`src/rtl/rvfi_retire_gen_pkg.sv`:
```
// rvfi_gen_pkg: shared types for the RVFI retirement record generator.
//   state_e      - collector FSM state (IDLE, ACTIVE)
//   ORDER_W      - width of the retirement index
//   REC_XLEN/REC_ILEN - record field widths; set REC_XLEN to 64 for RV64 builds
//   rvfi_rec_t   - one packed RVFI record
//   trap_mask()  - clears the fields a trapped instruction must not report
package rvfi_gen_pkg;

  localparam int unsigned ORDER_W  = 64;
  localparam int unsigned REC_XLEN = 32;
  localparam int unsigned REC_ILEN = 32;
  localparam int unsigned REC_MASK = REC_XLEN / 8;

  typedef enum logic [0:0] {
    IDLE   = 1'b0,
    ACTIVE = 1'b1
  } state_e;

  typedef struct packed {
    logic [REC_ILEN-1:0] insn;
    logic                trap;
    logic                halt;
    logic                intr;
    logic [4:0]          rs1_addr;
    logic [4:0]          rs2_addr;
    logic [4:0]          rd_addr;
    logic [REC_XLEN-1:0] rs1_rdata;
    logic [REC_XLEN-1:0] rs2_rdata;
    logic [REC_XLEN-1:0] rd_wdata;
    logic [REC_XLEN-1:0] pc_rdata;
    logic [REC_XLEN-1:0] pc_wdata;
    logic [REC_XLEN-1:0] mem_addr;
    logic [REC_XLEN-1:0] mem_rdata;
    logic [REC_XLEN-1:0] mem_wdata;
    logic [REC_MASK-1:0] mem_rmask;
    logic [REC_MASK-1:0] mem_wmask;
  } rvfi_rec_t;

  // A trapped instruction architecturally writes neither rd nor memory.
  function automatic rvfi_rec_t trap_mask(input rvfi_rec_t rec);
    rvfi_rec_t r;
    r = rec;
    if (r.trap) begin
      r.rd_addr   = '0;
      r.rd_wdata  = '0;
      r.mem_wmask = '0;
    end
    return r;
  endfunction

endpackage

```
`src/rtl/rvfi_retire_gen_if.sv`:
```
// rvfi_retire_gen_if: single RVFI channel (NRET=1).
//   master - producer (rvfi_retire_gen) drives every field
//   slave  - formal checker / trace monitor observes every field
interface rvfi_retire_gen_if #(
  parameter int unsigned XLEN = 32,
  parameter int unsigned ILEN = 32
);
  import rvfi_gen_pkg::*;

  logic               rvfi_valid;
  logic [ORDER_W-1:0] rvfi_order;
  logic [ILEN-1:0]    rvfi_insn;
  logic               rvfi_trap;
  logic               rvfi_halt;
  logic               rvfi_intr;
  logic [4:0]         rvfi_rs1_addr;
  logic [4:0]         rvfi_rs2_addr;
  logic [4:0]         rvfi_rd_addr;
  logic [XLEN-1:0]    rvfi_rs1_rdata;
  logic [XLEN-1:0]    rvfi_rs2_rdata;
  logic [XLEN-1:0]    rvfi_rd_wdata;
  logic [XLEN-1:0]    rvfi_pc_rdata;
  logic [XLEN-1:0]    rvfi_pc_wdata;
  logic [XLEN-1:0]    rvfi_mem_addr;
  logic [XLEN/8-1:0]  rvfi_mem_rmask;
  logic [XLEN/8-1:0]  rvfi_mem_wmask;
  logic [XLEN-1:0]    rvfi_mem_rdata;
  logic [XLEN-1:0]    rvfi_mem_wdata;

  modport master (
    output rvfi_valid, rvfi_order, rvfi_insn, rvfi_trap, rvfi_halt, rvfi_intr,
           rvfi_rs1_addr, rvfi_rs2_addr, rvfi_rd_addr,
           rvfi_rs1_rdata, rvfi_rs2_rdata, rvfi_rd_wdata,
           rvfi_pc_rdata, rvfi_pc_wdata,
           rvfi_mem_addr, rvfi_mem_rmask, rvfi_mem_wmask,
           rvfi_mem_rdata, rvfi_mem_wdata
  );

  modport slave (
    input  rvfi_valid, rvfi_order, rvfi_insn, rvfi_trap, rvfi_halt, rvfi_intr,
           rvfi_rs1_addr, rvfi_rs2_addr, rvfi_rd_addr,
           rvfi_rs1_rdata, rvfi_rs2_rdata, rvfi_rd_wdata,
           rvfi_pc_rdata, rvfi_pc_wdata,
           rvfi_mem_addr, rvfi_mem_rmask, rvfi_mem_wmask,
           rvfi_mem_rdata, rvfi_mem_wdata
  );

endinterface

```
`src/rtl/rvfi_retire_gen.sv`:
```
// rvfi_retire_gen: assembles per-instruction core events into one registered
// RVFI record per retired instruction (single-issue, multi-cycle cores).
//
// Ports:
//   clock, reset        - clock; synchronous active-low reset
//   issue_*             - instruction entered execution (insn, pc, operands)
//   mem_*               - memory access event of the in-flight instruction
//   wb_*                - register writeback event
//   retire_*            - instruction completes (next pc, trap, halt)
//   rvfi (master)       - RVFI record, rvfi_valid pulses one cycle per record
//   proto_err           - sticky event-ordering violation, cleared by reset
//
// Build option: define RVFI_RETIRE_GEN_INTR_EN to flag the record following
// a trapped one with rvfi_intr=1. Without it rvfi_intr is tied low.
//
// state  | meaning
// IDLE   | no instruction in flight
// ACTIVE | issued instruction collecting mem/wb events until retire
module rvfi_retire_gen
  import rvfi_gen_pkg::*;
#(
  parameter int unsigned XLEN = REC_XLEN,
  parameter int unsigned ILEN = REC_ILEN
) (
  input  logic              clock,
  input  logic              reset,
  input  logic              issue_valid,
  input  logic [ILEN-1:0]   issue_insn,
  input  logic [XLEN-1:0]   issue_pc,
  input  logic [4:0]        issue_rs1_addr,
  input  logic [4:0]        issue_rs2_addr,
  input  logic [XLEN-1:0]   issue_rs1_rdata,
  input  logic [XLEN-1:0]   issue_rs2_rdata,
  input  logic              mem_valid,
  input  logic [XLEN-1:0]   mem_addr,
  input  logic [XLEN/8-1:0] mem_rmask,
  input  logic [XLEN/8-1:0] mem_wmask,
  input  logic [XLEN-1:0]   mem_rdata,
  input  logic [XLEN-1:0]   mem_wdata,
  input  logic              wb_valid,
  input  logic [4:0]        wb_addr,
  input  logic [XLEN-1:0]   wb_data,
  input  logic              retire_valid,
  input  logic [XLEN-1:0]   retire_pc_wdata,
  input  logic              retire_trap,
  input  logic              retire_halt,
  output logic              proto_err,
  rvfi_retire_gen_if.master rvfi
);

  state_e             state_q, state_d;
  rvfi_rec_t          cap_q, cap_d;
  rvfi_rec_t          out_q, out_d;
  logic               valid_q, valid_d;
  logic [ORDER_W-1:0] order_q, order_d;
  logic               err_q, err_d;
  logic               mem_seen_q, mem_seen_d;
  logic               wb_seen_q, wb_seen_d;

  rvfi_rec_t          fresh_rec;
  rvfi_rec_t          live_rec;
  rvfi_rec_t          ret_rec;
  logic               emit;
  logic               intr_cur;

  always_comb begin
    fresh_rec           = '0;
    fresh_rec.insn      = issue_insn;
    fresh_rec.pc_rdata  = issue_pc;
    fresh_rec.rs1_addr  = issue_rs1_addr;
    fresh_rec.rs2_addr  = issue_rs2_addr;
    fresh_rec.rs1_rdata = issue_rs1_rdata;
    fresh_rec.rs2_rdata = issue_rs2_rdata;

    // Same-cycle mem/wb events fold into whichever instruction retires or
    // stays in flight this cycle.
    live_rec = (state_q == ACTIVE) ? cap_q : fresh_rec;
    if (mem_valid) begin
      live_rec.mem_addr  = mem_addr;
      live_rec.mem_rmask = mem_rmask;
      live_rec.mem_wmask = mem_wmask;
      live_rec.mem_rdata = mem_rdata;
      live_rec.mem_wdata = mem_wdata;
    end
    if (wb_valid) begin
      live_rec.rd_addr  = wb_addr;
      live_rec.rd_wdata = (wb_addr == 5'd0) ? '0 : wb_data;
    end

    ret_rec          = live_rec;
    ret_rec.pc_wdata = retire_pc_wdata;
    ret_rec.trap     = retire_trap;
    ret_rec.halt     = retire_halt;
    ret_rec.intr     = intr_cur;
    ret_rec          = trap_mask(ret_rec);
  end

  always_comb begin
    state_d    = state_q;
    cap_d      = cap_q;
    out_d      = out_q;
    valid_d    = 1'b0;
    order_d    = valid_q ? order_q + 1'b1 : order_q;
    err_d      = err_q;
    mem_seen_d = mem_seen_q;
    wb_seen_d  = wb_seen_q;
    emit       = 1'b0;

    unique case (state_q)
      IDLE: begin
        if (issue_valid && retire_valid) begin
          emit  = 1'b1;
        end else if (issue_valid) begin
          cap_d      = fresh_rec;
          mem_seen_d = 1'b0;
          wb_seen_d  = 1'b0;
          state_d    = ACTIVE;
        end else if (retire_valid) begin
          err_d = 1'b1;
        end
      end
      ACTIVE: begin
        if ((mem_valid && mem_seen_q) || (wb_valid && wb_seen_q)) begin
          err_d = 1'b1;
        end
        if (retire_valid) begin
          emit = 1'b1;
          if (issue_valid) begin
            cap_d      = fresh_rec;
            mem_seen_d = 1'b0;
            wb_seen_d  = 1'b0;
          end else begin
            state_d = IDLE;
          end
        end else begin
          cap_d      = live_rec;
          mem_seen_d = mem_seen_q | mem_valid;
          wb_seen_d  = wb_seen_q | wb_valid;
          if (issue_valid) begin
            err_d = 1'b1;
          end
        end
      end
      default: state_d = IDLE;
    endcase

    if (emit) begin
      out_d   = ret_rec;
      valid_d = 1'b1;
    end
  end

  always_ff @(posedge clock) begin
    if (!reset) begin
      state_q    <= IDLE;
      cap_q      <= '0;
      out_q      <= '0;
      valid_q    <= 1'b0;
      order_q    <= '0;
      err_q      <= 1'b0;
      mem_seen_q <= 1'b0;
      wb_seen_q  <= 1'b0;
    end else begin
      state_q    <= state_d;
      cap_q      <= cap_d;
      out_q      <= out_d;
      valid_q    <= valid_d;
      order_q    <= order_d;
      err_q      <= err_d;
      mem_seen_q <= mem_seen_d;
      wb_seen_q  <= wb_seen_d;
    end
  end

`ifdef RVFI_RETIRE_GEN_INTR_EN
  logic intr_q, intr_d;

  // Every emitted record either arms (trap) or consumes/clears the flag.
  always_comb begin
    intr_d = intr_q;
    if (emit) begin
      intr_d = retire_trap;
    end
  end

  always_ff @(posedge clock) begin
    if (!reset) begin
      intr_q <= 1'b0;
    end else begin
      intr_q <= intr_d;
    end
  end

  assign intr_cur = intr_q;
`else
  assign intr_cur = 1'b0;
`endif

  assign proto_err           = err_q;
  assign rvfi.rvfi_valid     = valid_q;
  assign rvfi.rvfi_order     = order_q;
  assign rvfi.rvfi_insn      = out_q.insn;
  assign rvfi.rvfi_trap      = out_q.trap;
  assign rvfi.rvfi_halt      = out_q.halt;
  assign rvfi.rvfi_intr      = out_q.intr;
  assign rvfi.rvfi_rs1_addr  = out_q.rs1_addr;
  assign rvfi.rvfi_rs2_addr  = out_q.rs2_addr;
  assign rvfi.rvfi_rd_addr   = out_q.rd_addr;
  assign rvfi.rvfi_rs1_rdata = out_q.rs1_rdata;
  assign rvfi.rvfi_rs2_rdata = out_q.rs2_rdata;
  assign rvfi.rvfi_rd_wdata  = out_q.rd_wdata;
  assign rvfi.rvfi_pc_rdata  = out_q.pc_rdata;
  assign rvfi.rvfi_pc_wdata  = out_q.pc_wdata;
  assign rvfi.rvfi_mem_addr  = out_q.mem_addr;
  assign rvfi.rvfi_mem_rmask = out_q.mem_rmask;
  assign rvfi.rvfi_mem_wmask = out_q.mem_wmask;
  assign rvfi.rvfi_mem_rdata = out_q.mem_rdata;
  assign rvfi.rvfi_mem_wdata = out_q.mem_wdata;

endmodule

```
`src/flat_wrapper.sv`:
```
// flat-port wrapper written by rule: the top's interface ports become plain ports
module rvfi_retire_gen_flat import rvfi_gen_pkg::*;
#(
  parameter int unsigned XLEN = REC_XLEN,
  parameter int unsigned ILEN = REC_ILEN
)
  (clock, reset, issue_valid, issue_insn, issue_pc, issue_rs1_addr, issue_rs2_addr, issue_rs1_rdata, issue_rs2_rdata, mem_valid, mem_addr, mem_rmask, mem_wmask, mem_rdata, mem_wdata, wb_valid, wb_addr, wb_data, retire_valid, retire_pc_wdata, retire_trap, retire_halt, proto_err, rvfi_rvfi_valid, rvfi_rvfi_order, rvfi_rvfi_insn, rvfi_rvfi_trap, rvfi_rvfi_halt, rvfi_rvfi_intr, rvfi_rvfi_rs1_addr, rvfi_rvfi_rs2_addr, rvfi_rvfi_rd_addr, rvfi_rvfi_rs1_rdata, rvfi_rvfi_rs2_rdata, rvfi_rvfi_rd_wdata, rvfi_rvfi_pc_rdata, rvfi_rvfi_pc_wdata, rvfi_rvfi_mem_addr, rvfi_rvfi_mem_rmask, rvfi_rvfi_mem_wmask, rvfi_rvfi_mem_rdata, rvfi_rvfi_mem_wdata);
  rvfi_retire_gen_if #(.XLEN(XLEN), .ILEN(ILEN)) rvfi_i ();
  input  logic clock;
  input  logic reset;
  input  logic issue_valid;
  input  logic [ILEN-1:0] issue_insn;
  input  logic [XLEN-1:0] issue_pc;
  input  logic [4:0] issue_rs1_addr;
  input  logic [4:0] issue_rs2_addr;
  input  logic [XLEN-1:0] issue_rs1_rdata;
  input  logic [XLEN-1:0] issue_rs2_rdata;
  input  logic mem_valid;
  input  logic [XLEN-1:0] mem_addr;
  input  logic [XLEN/8-1:0] mem_rmask;
  input  logic [XLEN/8-1:0] mem_wmask;
  input  logic [XLEN-1:0] mem_rdata;
  input  logic [XLEN-1:0] mem_wdata;
  input  logic wb_valid;
  input  logic [4:0] wb_addr;
  input  logic [XLEN-1:0] wb_data;
  input  logic retire_valid;
  input  logic [XLEN-1:0] retire_pc_wdata;
  input  logic retire_trap;
  input  logic retire_halt;
  output logic proto_err;
  output wire logic [$bits(rvfi_i.rvfi_valid)-1:0] rvfi_rvfi_valid;
  output wire logic [$bits(rvfi_i.rvfi_order)-1:0] rvfi_rvfi_order;
  output wire logic [$bits(rvfi_i.rvfi_insn)-1:0] rvfi_rvfi_insn;
  output wire logic [$bits(rvfi_i.rvfi_trap)-1:0] rvfi_rvfi_trap;
  output wire logic [$bits(rvfi_i.rvfi_halt)-1:0] rvfi_rvfi_halt;
  output wire logic [$bits(rvfi_i.rvfi_intr)-1:0] rvfi_rvfi_intr;
  output wire logic [$bits(rvfi_i.rvfi_rs1_addr)-1:0] rvfi_rvfi_rs1_addr;
  output wire logic [$bits(rvfi_i.rvfi_rs2_addr)-1:0] rvfi_rvfi_rs2_addr;
  output wire logic [$bits(rvfi_i.rvfi_rd_addr)-1:0] rvfi_rvfi_rd_addr;
  output wire logic [$bits(rvfi_i.rvfi_rs1_rdata)-1:0] rvfi_rvfi_rs1_rdata;
  output wire logic [$bits(rvfi_i.rvfi_rs2_rdata)-1:0] rvfi_rvfi_rs2_rdata;
  output wire logic [$bits(rvfi_i.rvfi_rd_wdata)-1:0] rvfi_rvfi_rd_wdata;
  output wire logic [$bits(rvfi_i.rvfi_pc_rdata)-1:0] rvfi_rvfi_pc_rdata;
  output wire logic [$bits(rvfi_i.rvfi_pc_wdata)-1:0] rvfi_rvfi_pc_wdata;
  output wire logic [$bits(rvfi_i.rvfi_mem_addr)-1:0] rvfi_rvfi_mem_addr;
  output wire logic [$bits(rvfi_i.rvfi_mem_rmask)-1:0] rvfi_rvfi_mem_rmask;
  output wire logic [$bits(rvfi_i.rvfi_mem_wmask)-1:0] rvfi_rvfi_mem_wmask;
  output wire logic [$bits(rvfi_i.rvfi_mem_rdata)-1:0] rvfi_rvfi_mem_rdata;
  output wire logic [$bits(rvfi_i.rvfi_mem_wdata)-1:0] rvfi_rvfi_mem_wdata;
  assign rvfi_rvfi_valid = rvfi_i.rvfi_valid;
  assign rvfi_rvfi_order = rvfi_i.rvfi_order;
  assign rvfi_rvfi_insn = rvfi_i.rvfi_insn;
  assign rvfi_rvfi_trap = rvfi_i.rvfi_trap;
  assign rvfi_rvfi_halt = rvfi_i.rvfi_halt;
  assign rvfi_rvfi_intr = rvfi_i.rvfi_intr;
  assign rvfi_rvfi_rs1_addr = rvfi_i.rvfi_rs1_addr;
  assign rvfi_rvfi_rs2_addr = rvfi_i.rvfi_rs2_addr;
  assign rvfi_rvfi_rd_addr = rvfi_i.rvfi_rd_addr;
  assign rvfi_rvfi_rs1_rdata = rvfi_i.rvfi_rs1_rdata;
  assign rvfi_rvfi_rs2_rdata = rvfi_i.rvfi_rs2_rdata;
  assign rvfi_rvfi_rd_wdata = rvfi_i.rvfi_rd_wdata;
  assign rvfi_rvfi_pc_rdata = rvfi_i.rvfi_pc_rdata;
  assign rvfi_rvfi_pc_wdata = rvfi_i.rvfi_pc_wdata;
  assign rvfi_rvfi_mem_addr = rvfi_i.rvfi_mem_addr;
  assign rvfi_rvfi_mem_rmask = rvfi_i.rvfi_mem_rmask;
  assign rvfi_rvfi_mem_wmask = rvfi_i.rvfi_mem_wmask;
  assign rvfi_rvfi_mem_rdata = rvfi_i.rvfi_mem_rdata;
  assign rvfi_rvfi_mem_wdata = rvfi_i.rvfi_mem_wdata;
  rvfi_retire_gen #(.XLEN(XLEN), .ILEN(ILEN)) u_core (.clock(clock), .reset(reset), .issue_valid(issue_valid), .issue_insn(issue_insn), .issue_pc(issue_pc), .issue_rs1_addr(issue_rs1_addr), .issue_rs2_addr(issue_rs2_addr), .issue_rs1_rdata(issue_rs1_rdata), .issue_rs2_rdata(issue_rs2_rdata), .mem_valid(mem_valid), .mem_addr(mem_addr), .mem_rmask(mem_rmask), .mem_wmask(mem_wmask), .mem_rdata(mem_rdata), .mem_wdata(mem_wdata), .wb_valid(wb_valid), .wb_addr(wb_addr), .wb_data(wb_data), .retire_valid(retire_valid), .retire_pc_wdata(retire_pc_wdata), .retire_trap(retire_trap), .retire_halt(retire_halt), .proto_err(proto_err), .rvfi(rvfi_i));
endmodule
```
`config.mk`:
```
export PLATFORM = sky130hd
export DESIGN_NAME = rvfi_retire_gen_flat
export DESIGN_NICKNAME = d
export VERILOG_FILES = /design/src/rtl/rvfi_retire_gen_pkg.sv /design/src/rtl/rvfi_retire_gen_if.sv /design/src/rtl/rvfi_retire_gen.sv /design/src/flat_wrapper.sv
export SDC_FILE = /design/constraint.sdc
export NUM_CORES = 1
export LEC_CHECK = 0
export CAP_MARGIN = 20
export CORE_AREA = 2 2 272 274
export CTS_CLUSTER_SIZE = 30
export DETAILED_ROUTE_END_ITERATION = 10
export DIE_AREA = 0 0 274 276
export PLACE_DENSITY = 0.65
export SYNTH_ARGS = -nofsm -noshare
export SYNTH_HDL_FRONTEND = slang
export SYNTH_SLANG_ARGS = --single-unit
```
`constraint.sdc`:
```
create_clock -name clock -period 2.7 [get_ports clock]
set_input_delay 0.54 -clock clock [delete_from_list [all_inputs] [get_ports clock]]
set_output_delay 0.54 -clock clock [all_outputs]
set_load 0.005 [all_outputs]
```
==> results.cfg, run 1 <==
[run_status]
run_status = completed

[setup_path]
cp.required_ns = 3.23
worst_setup_path_end_kind = flip-flop
crit_type = reg -> reg
crit_path_start_kind = flip-flop
path_max_fanout = 10
arrival_ns = 2.86

[route]
drtAntennaViolNets = 0
firstDrtPassIters = 6
vias_per_cell = 5.06
wl_um = 88300
wl_per_cell_um = 18.3
first_iter_violations = 1590
drc = 0
dr_total_vias = 24500

[cts]
cts_resized = 0
insertion_delay_ns = 0.61
cts_buffers = 75
cts_root_buffer = clkbuf_16
htreeDepth = 3
cts.clk_slew.worst_paths_ns = 0.06
cts_hold_repair.buffers = 0
post_cts_buffers = 0
clk_path_buf_depth = 3
cts_tree = done
cts.sinks = 661

[logic_synthesis]
synth_nets = 3537
synth.distinct_cells = 46
yosysSeqAreaShare_pct = 49.9
yosys_warnings = 0
syn_avg_cell_area_um2 = 8.25
synthCells = 3217
ys_ff_latch = 661
synth_edf_count = 0
ys.flop_type = dfxtp_1
ys_async_sr_fraction_pct = 0
syn-cell-area_um2 = 26500

[cells_and_area]
final.fill_count = 6891
top_register = u_core.cap_q
area_growth_pct = 41.2
nets = 4128
layout-drive-gt1-share_pct = 5.98
multi_input_area_um2 = 12300
largest_reg_flops = 279
ff_latch_area_um2 = 13200

[sta]
worst_pin_slew_ns = 0.959
period_share_pct = 86.1
hold_viol = 0
slew-limit-headroom_pct = 36.1
slew_violations = 0
rsz0062_at_grt = false
skew_ns = 0.0275
setup_violations = 0
max_freq_ghz = 0.430
worst_slack_ns = 0.376
fin_tns_setup_ns = 0
finalCriticalPeriod_ns = 2.32

[power_and_ir_drop]
ir_drop_uv = 411
power.density_nw_per_um2 = 643
p_int_uw = 18200
leakage_uw = 0.0132
clkPwrFrac_pct = 43.8
combPwrFrac_pct = 12.7
p_sw_uw = 5920
switching_share_pct = 24.6
power_uw = 24100
seqPwrFrac_pct = 43.5

[grt]
grt_pass1_vias = 22800
grt_usage_pct = 22.4
grt_overflow_total = 0
grt_max_degree = 128
grt_antenna_before_repair = 24
grt_pass1_wl_um = 134000

[flow_run]
maxCapViolCount = 0

[die]
fp.dieH_um = 276
core-area_um2 = 72600
io_pins = 699
dieArea_um2 = 75600
die_w_um = 274
fp-row-count = 99
initial_core_util_pct = 36.5

[placement]
portBuffers = 697
pre_cts_ws_ns = 0.183
gp_congestion = 0.827
dp_hpwl_um = 60700

[min_path]
hp-class = in -> reg
## Yosys cell counts, types with 2 or more instances
cell type,instances,area (µm²)
dfxtp_1,661,13200
buf_2,16,80.1
o311ai_0,2,17.5
nor4_4,2,42.5
o21bai_1,2,15.0
a21oi_1,299,1500
o21a_1,6,45.0
nand2b_1,6,37.5
buf_1,11,41.3
nand4_4,2,42.5
nor3_1,13,65.1
or3_1,15,93.8
and2_1,103,644
o41ai_1,2,17.5
nand3_1,26,130
mux2i_1,140,1400
xor2_1,22,193
a211oi_1,238,1790
xnor2_1,10,87.6
nand2_1,590,2210
nand4_1,41,257
nor2_1,474,1780
inv_1,4,15.0
a22oi_1,82,616
nor4_1,11,68.8
and3_1,7,43.8
nand3b_1,2,15.0
nor2b_1,3,18.8
or3_2,4,30.0
a22o_1,33,289
or4_1,5,37.5
buf_4,2,15.0
o21ai_0,130,651
o31ai_1,4,30.0
clkbuf_1,238,893
## cells in the final DEF (no fill, tap or decap), drive strengths merged, types with 7 or more instances in the layout
master,n
a211oi,238
a21oi,299
a22o,33
a22oi,82
and2,103
and3,7
buf,86
clkbuf,109
clkdlybuf4s50,695
clkinv,16
dfxtp,661
diode,16
mux2i,140
nand2,591
nand3,27
nand4,43
nor2,474
nor3,14
nor4,14
o21ai,131
or3,19
xnor2,10
xor2,22
## power by group through the flow
stage          registers [µW]  logic, µW  clock network [µW]
2_1_floorplan           10700       1310                   0
4_1_cts                 10500       3080               10800
5_1_grt                 10500       3320               11200
3_5_place_dp            10700       3070                   0
6_report                10500       3060               10500
3_3_place_gp            10700       3050                   0
## per-layer routing
layer	global-route usage (%)	vias to the layer above	share of wire [%]
met2	35.6	747	46
met4	8.89	16	3.2
met1	28.4	11300	43
met5	0	-	0.12
li1	-	12300	-
met3	6.54	149	7.9
## critical path, stage by stage, from the launching register on
cell and delay (ns):
dfxtp_1 0.43, ha_1 0.35, nand3_1 0.23, nor4_4 0.33
nand4_4 0.22, or4_1 0.54, a21oi_1 0.15
## worst paths after layout
path	start	to	slack, ns	cells past startpoint
setup reg to reg	u_core.rvfi.rvfi_order[1]	u_core.rvfi.rvfi_order[54]	0.38	6
hold reg to reg	u_core.cap_q[244]	u_core.cap_q[244]	0.45	2
hold / removal	reset	u_core.rvfi.rvfi_order[60]	0.34	2
setup / recovery	u_core.rvfi.rvfi_order[1]	u_core.rvfi.rvfi_order[54]	0.38	6
## per-stage QoR
stage	hold WS (ns)	area [µm²]	std cells	utilization, %
after floorplan	0.436	26500	3217	-
after global placement	0.440	34800	4690	48.0
after detailed placement	0.446	34800	4690	48.0
after CTS	0.304	37400	4823	51.5
after global routing	0.330	37400	4835	51.6
final	0.342	37500	4839	51.6
## cell families (layout without fill, tap and decap cells)
logic type               Yosys count  count (layout)  synth area share, %
XOR/XNOR                          32              32                 1.06
multiplexers                     140             140                 5.28
adder cells (fa/ha/maj)            1               1               0.0472
other                              1              17               0.0141
AO/OA/AOI/OAI                    799             799                 18.7
AND/OR/NAND/NOR                 1311            1311                 21.0
buffers and inverters            272             919                 3.95
flip-flops                       661             661                 49.9
## cell type report
| type | instances | area share, % |
|---|---|---|
| Sequential cell | 661 | 35.3 |
| Inverter | 5 | 0.0701 |
| Clock inverter | 24 | 0.828 |
| Antenna cell | 16 | 0.107 |
| Multi-Input combinational cell | 2284 | 32.9 |
| Clock buffer | 109 | 6.03 |
| Tap cell | 959 | 3.20 |
| Timing Repair Buffer | 781 | 21.5 |
(Power assumes the default switching activity.)
==> run 2, diff against run 1 <==
--- a/config.mk
+++ b/config.mk
@@ -6,11 +6,11 @@
 export NUM_CORES = 1
 export LEC_CHECK = 0
 export CAP_MARGIN = 20
-export CORE_AREA = 2 2 272 274
+export CORE_MARGIN = 2
+export CORE_UTILIZATION = 32
 export CTS_CLUSTER_SIZE = 30
 export DETAILED_ROUTE_END_ITERATION = 10
-export DIE_AREA = 0 0 274 276
-export PLACE_DENSITY = 0.65
+export PLACE_DENSITY = 0.59
 export SYNTH_ARGS = -nofsm -noshare
 export SYNTH_HDL_FRONTEND = slang
 export SYNTH_SLANG_ARGS = --single-unit
==> run 2 against run 1 <==
Via count fell by 0.43%. Flip-flop and latch count stayed put. Largest power group unchanged. Final area barely moved. Critical endpoint is now rvfi_rvfi_order[6]. Final cell count grew 2.0%. Critical path depth down 5.
==> results.cfg, run 2 (synthesized netlist as in run 1, its figures left out) <==
[power_and_ir_drop]
p_int_uw = 17800
combPwrFrac_pct = 12.9
power_uw = 23700
leakage_uw = 0.0131
p_sw_uw = 5930
power.density_nw_per_um2 = 634
switching_share_pct = 25.0
seqPwrFrac_pct = 44.1
ir_drop_uv = 420
clkPwrFrac_pct = 43.0

[die]
io_pins = 699
initial_core_util_pct = 32.3
fp-row-count = 105
core-area_um2 = 82100
die_w_um = 292
dieArea_um2 = 85200
fp.dieH_um = 292

[grt]
grt_usage_pct = 20.5
grt_antenna_before_repair = 19
grt_max_degree = 113
grt_pass1_vias = 22900
grt_overflow_total = 0
grt_pass1_wl_um = 138000

[setup_path]
timing.critical_path.buf_inv = 1
cp_slowest_stage_delay_ns = 0.58
critPathTopFamily = buffers and inverters
reg2reg_depth = 6
crit_path_start_kind = flip-flop
crit_type = reg -> out
crit_path_top_delay_cell = clkdlybuf4s50_1
path_cells = clkdlybuf4s50_1
worst_setup_path_end_kind = primary output
path_max_fanout = 7
arrival_ns = 1.76
crit_cells = 1
cp.required_ns = 2.16

[placement]
portBuffers = 697
pre_cts_ws_ns = 0.123
gp_congestion = 0.816
dp_hpwl_um = 61500

[cts]
cts_tree = done
htreeDepth = 3
insertion_delay_ns = 0.63
cts_resized = 0
clk_path_buf_depth = 3
cts_hold_repair.buffers = 0
post_cts_buffers = 0
cts.clk_slew.worst_paths_ns = 0.06
cts.sinks = 661
cts_buffers = 77
cts_root_buffer = clkbuf_16

[cells_and_area]
layout-drive-gt1-share_pct = 5.60
area_growth_pct = 41.1
nets = 4125
final_common_cell = clkdlybuf4s50_1
finalCoreUtilization_pct = 45.6
top_register = u_core.cap_q
mostFrequentLayoutCells = 695 x clkdlybuf4s50_1, 660 x dfxtp_1, 590 x nand2_1
largest_reg_flops = 279

[sta]
rsz0062_at_grt = false
hold_viol = 0
slew-limit-headroom_pct = 27.9
max_freq_ghz = 0.435
fin_tns_setup_ns = 0
finalCriticalPeriod_ns = 2.30
period_share_pct = 85.2
slew_violations = 0
setup_violations = 0
skew_ns = 0.0361
worst_slack_ns = 0.400
worst_pin_slew_ns = 1.08

[run_status]
run_status = completed

[route]
wl_um = 90700
firstDrtPassIters = 5
dr_total_vias = 24400
wl_per_cell_um = 18.4
first_iter_violations = 1397
vias_per_cell = 4.93
drtAntennaViolNets = 0
drc = 0

[min_path]
hp-class = in -> reg
hold_depth = 3

[flow_run]
maxCapViolCount = 0
-- run 2: cell types whose count changed in the layout (fill, tap and decap cells not counted), moves of 4 or more --
cell       delta
buf_4         -6
clkinv_2      -8
diode_2       -6
clkbuf_1      +9
bufinv_16     -4
-- run 2: path summary, 6_finish.rpt --
| check | to | slack, ns | start |
|---|---|---|---|
| max | rvfi_rvfi_order[6] | 0.40 | u_core.rvfi.rvfi_order[6] |
| max reg2reg | u_core.rvfi.rvfi_order[53] | 0.41 | u_core.rvfi.rvfi_order[9] |
| min reg2reg | u_core.cap_q[290] | 0.45 | u_core.cap_q[290] |
| min | u_core.rvfi.rvfi_order[52] | 0.37 | reset |
-- run 2: layout make-up --
class,instances,area (µm²)
antenna,10,25.0
clock buffer,118,2290
clock inverter,14,161
fill,8014,44700
inverter,5,26.3
multi-input combinational,2284,12300
sequential,661,13200
tap,1070,1340
timing repair buffer,776,8040
-- run 2: power by group through the flow --
stage          clock (µW)  combinational (µW)  sequential, µW
2_1_floorplan           0                1310           10700
5_1_grt             10900                3320           10500
3_5_place_dp            0                3070           10700
4_1_cts             10500                3080           10500
3_3_place_gp            0                3060           10700
6_report            10200                3050           10500
-- run 2: layer usage --
layer / routed length [µm] / share of wire, % / vias to the layer above / GRT usage [%]
li1: - / - / 12300 / -
met1: 39200 / 43 / 11300 / 26.0
met2: 42300 / 47 / 679 / 33.0
met3: 6930 / 7.6 / 128 / 6.32
met4: 2170 / 2.4 / 12 / 6.85
met5: 80 / 0.088 / - / 0
-- run 2: metrics by stage --
step                std cells  area [µm²]  hold slack, ns
finish                   4938       37400           0.373
detailed placement       4796       35000           0.446
floorplan                3217       26500           0.436
global route             4936       37400           0.403
global placement         4796       35000           0.441
CTS                      4928       37400           0.353
==> run 3, diff against run 2 <==
--- a/config.mk
+++ b/config.mk
@@ -6,11 +6,11 @@
 export NUM_CORES = 1
 export LEC_CHECK = 0
 export CAP_MARGIN = 20
-export CORE_MARGIN = 2
-export CORE_UTILIZATION = 32
+export CORE_AREA = 2 2 269 271
 export CTS_CLUSTER_SIZE = 30
 export DETAILED_ROUTE_END_ITERATION = 10
-export PLACE_DENSITY = 0.59
+export DIE_AREA = 0 0 271 273
+export PLACE_DENSITY = 0.66
 export SYNTH_ARGS = -nofsm -noshare
 export SYNTH_HDL_FRONTEND = slang
 export SYNTH_SLANG_ARGS = --single-unit
==> run 3 against run 2 <==
Via count is 0.67% higher. Global-route usage grew 2.1 points. Flip-flop and latch count unchanged. Sequential power is essentially flat. Non-clock buffer count is 5 higher. Clock power hardly changed. Core utilization increased by 6.9 points. Critical endpoint is now rvfi_rvfi_valid. Fmax grew 0.41%.
==> results.cfg, run 3 (synthesized netlist as in run 1, its figures left out) <==
[cts]
insertion_delay_ns = 0.61
cts.clk_slew.worst_paths_ns = 0.05
cts_hold_repair.buffers = 0
cts_resized = 0
htreeDepth = 3
cts_tree = done
clk_path_buf_depth = 3
cts.sinks = 661
post_cts_buffers = 0
cts_buffers = 73
cts_root_buffer = clkbuf_16

[power_and_ir_drop]
switching_share_pct = 24.7
clkPwrFrac_pct = 42.8
power.density_nw_per_um2 = 634
seqPwrFrac_pct = 44.3
ir_drop_uv = 391
p_int_uw = 17800
p_sw_uw = 5850
combPwrFrac_pct = 12.8
leakage_uw = 0.0131

[grt]
grt_usage_pct = 22.6
grt_antenna_before_repair = 10
grt_pass1_wl_um = 134000
grt_pass1_vias = 22600
grt_overflow_total = 0
grt_max_degree = 113

[setup_path]
crit_type = reg -> out
reg2reg_depth = 7
cp_slowest_stage_delay_ns = 0.62
path_max_fanout = 9
cp.required_ns = 2.16
timing.critical_path.buf_inv = 1
crit_cells = 1
rr_endpoint = u_core.rvfi.rvfi_order[34]
r2r-start = u_core.rvfi.rvfi_order[0]
critPathTopFamily = buffers and inverters
r2r_slack_ns = 0.42
crit_path_start_kind = flip-flop
path_cells = clkdlybuf4s50_1
worst_setup_path_end_kind = primary output
arrival_ns = 1.75
crit_path_top_delay_cell = clkdlybuf4s50_1

[cells_and_area]
area_growth_pct = 40.6
top_register = u_core.cap_q
layout-drive-gt1-share_pct = 5.79
nets = 4126
final_common_cell = clkdlybuf4s50_1
largest_reg_flops = 279
mostFrequentLayoutCells = 695 x clkdlybuf4s50_1, 660 x dfxtp_1, 590 x nand2_1

[die]
dieArea_um2 = 74000
core-area_um2 = 71000
die_w_um = 271
fp-row-count = 98
io_pins = 699
fp.dieH_um = 273
initial_core_util_pct = 37.4

[flow_run]
maxCapViolCount = 0

[run_status]
run_status = completed

[sta]
finalCriticalPeriod_ns = 2.29
worst_slack_ns = 0.409
fin_tns_setup_ns = 0
setup_violations = 0
max_freq_ghz = 0.436
period_share_pct = 84.9
slew-limit-headroom_pct = 50.1
worst_pin_slew_ns = 0.748
rsz0062_at_grt = false
slew_violations = 0
hold_viol = 0
skew_ns = 0.0308

[min_path]
hold_depth = 3
holdCritStartpoint = reset
whs_endpoint = u_core.state_q
hp-class = in -> reg

[placement]
dp_hpwl_um = 60800
portBuffers = 697
gp_congestion = 0.844
pre_cts_ws_ns = 0.235

[route]
drc = 0
first_iter_violations = 1616
drtAntennaViolNets = 0
vias_per_cell = 5.10
firstDrtPassIters = 5
dr_total_vias = 24500
wl_per_cell_um = 18.2
wl_um = 87800
## run 3: cell types whose count changed in the layout (fill, tap and decap cells not counted)
cell        previous run  this run
buf_12                38        39
inv_6                  3         2
clkbuf_8              19        12
clkinv_2               5        13
buf_4                 42        46
clkbuf_16             78        74
clkinv_8               1         3
bufinv_16              2         7
clkinvlp_4             1         0
diode_2               10         7
clkbuf_1              21        10
## run 3: worst max-delay path by stage
stage	endpoint	start	slack [ns]
finish	rvfi_rvfi_valid	u_core.rvfi.rvfi_valid	0.41
floorplan	u_core.rvfi.rvfi_order[54]	u_core.rvfi.rvfi_order[0]	0.52
detailed placement	u_core.rvfi.rvfi_rd_wdata[24]	wb_addr[4]	0.23
global placement	u_core.rvfi.rvfi_rd_wdata[10]	wb_addr[4]	0.25
CTS	rvfi_rvfi_valid	u_core.rvfi.rvfi_valid	0.37
global route	u_core.rvfi.rvfi_order[34]	u_core.rvfi.rvfi_order[1]	0.26
## run 3: cell type report
class	instances	area, µm²
fill	6525	33700
sequential	661	13200
multi-input combinational	2284	12300
timing repair buffer	781	8090
clock buffer	96	2050
tap	950	1190
clock inverter	27	368
inverter	5	26.3
antenna	7	17.5
## run 3: routing by layer
layer,GRT usage [%],up-vias,part of all wire (%)
met3,6.24,133,7.3
li1,-,12300,-
met4,7.12,6,2.4
met5,0,-,0.047
met2,37.0,716,47
met1,28.9,11400,43
## run 3: power groups by stage
stage	registers (µW)	clock network (µW)	logic [µW]
6_report	10500	10100	3040
5_1_grt	10500	10800	3300
4_1_cts	10500	10400	3070
3_5_place_dp	10700	0	3050
3_3_place_gp	10700	0	3040
2_1_floorplan	10700	0	1310
## run 3: metrics by stage
stage	hold WS [ns]	instances	total power [µW]	utilization (%)	cell area, µm²
after global placement	0.440	4681	13700	49.1	34900
after floorplan	0.436	3217	12000	-	26500
after CTS	0.400	4804	23900	52.5	37300
final	0.431	4811	23700	52.5	37300
after detailed placement	0.446	4681	13700	49.1	34900
after global routing	0.432	4810	24600	52.5	37300
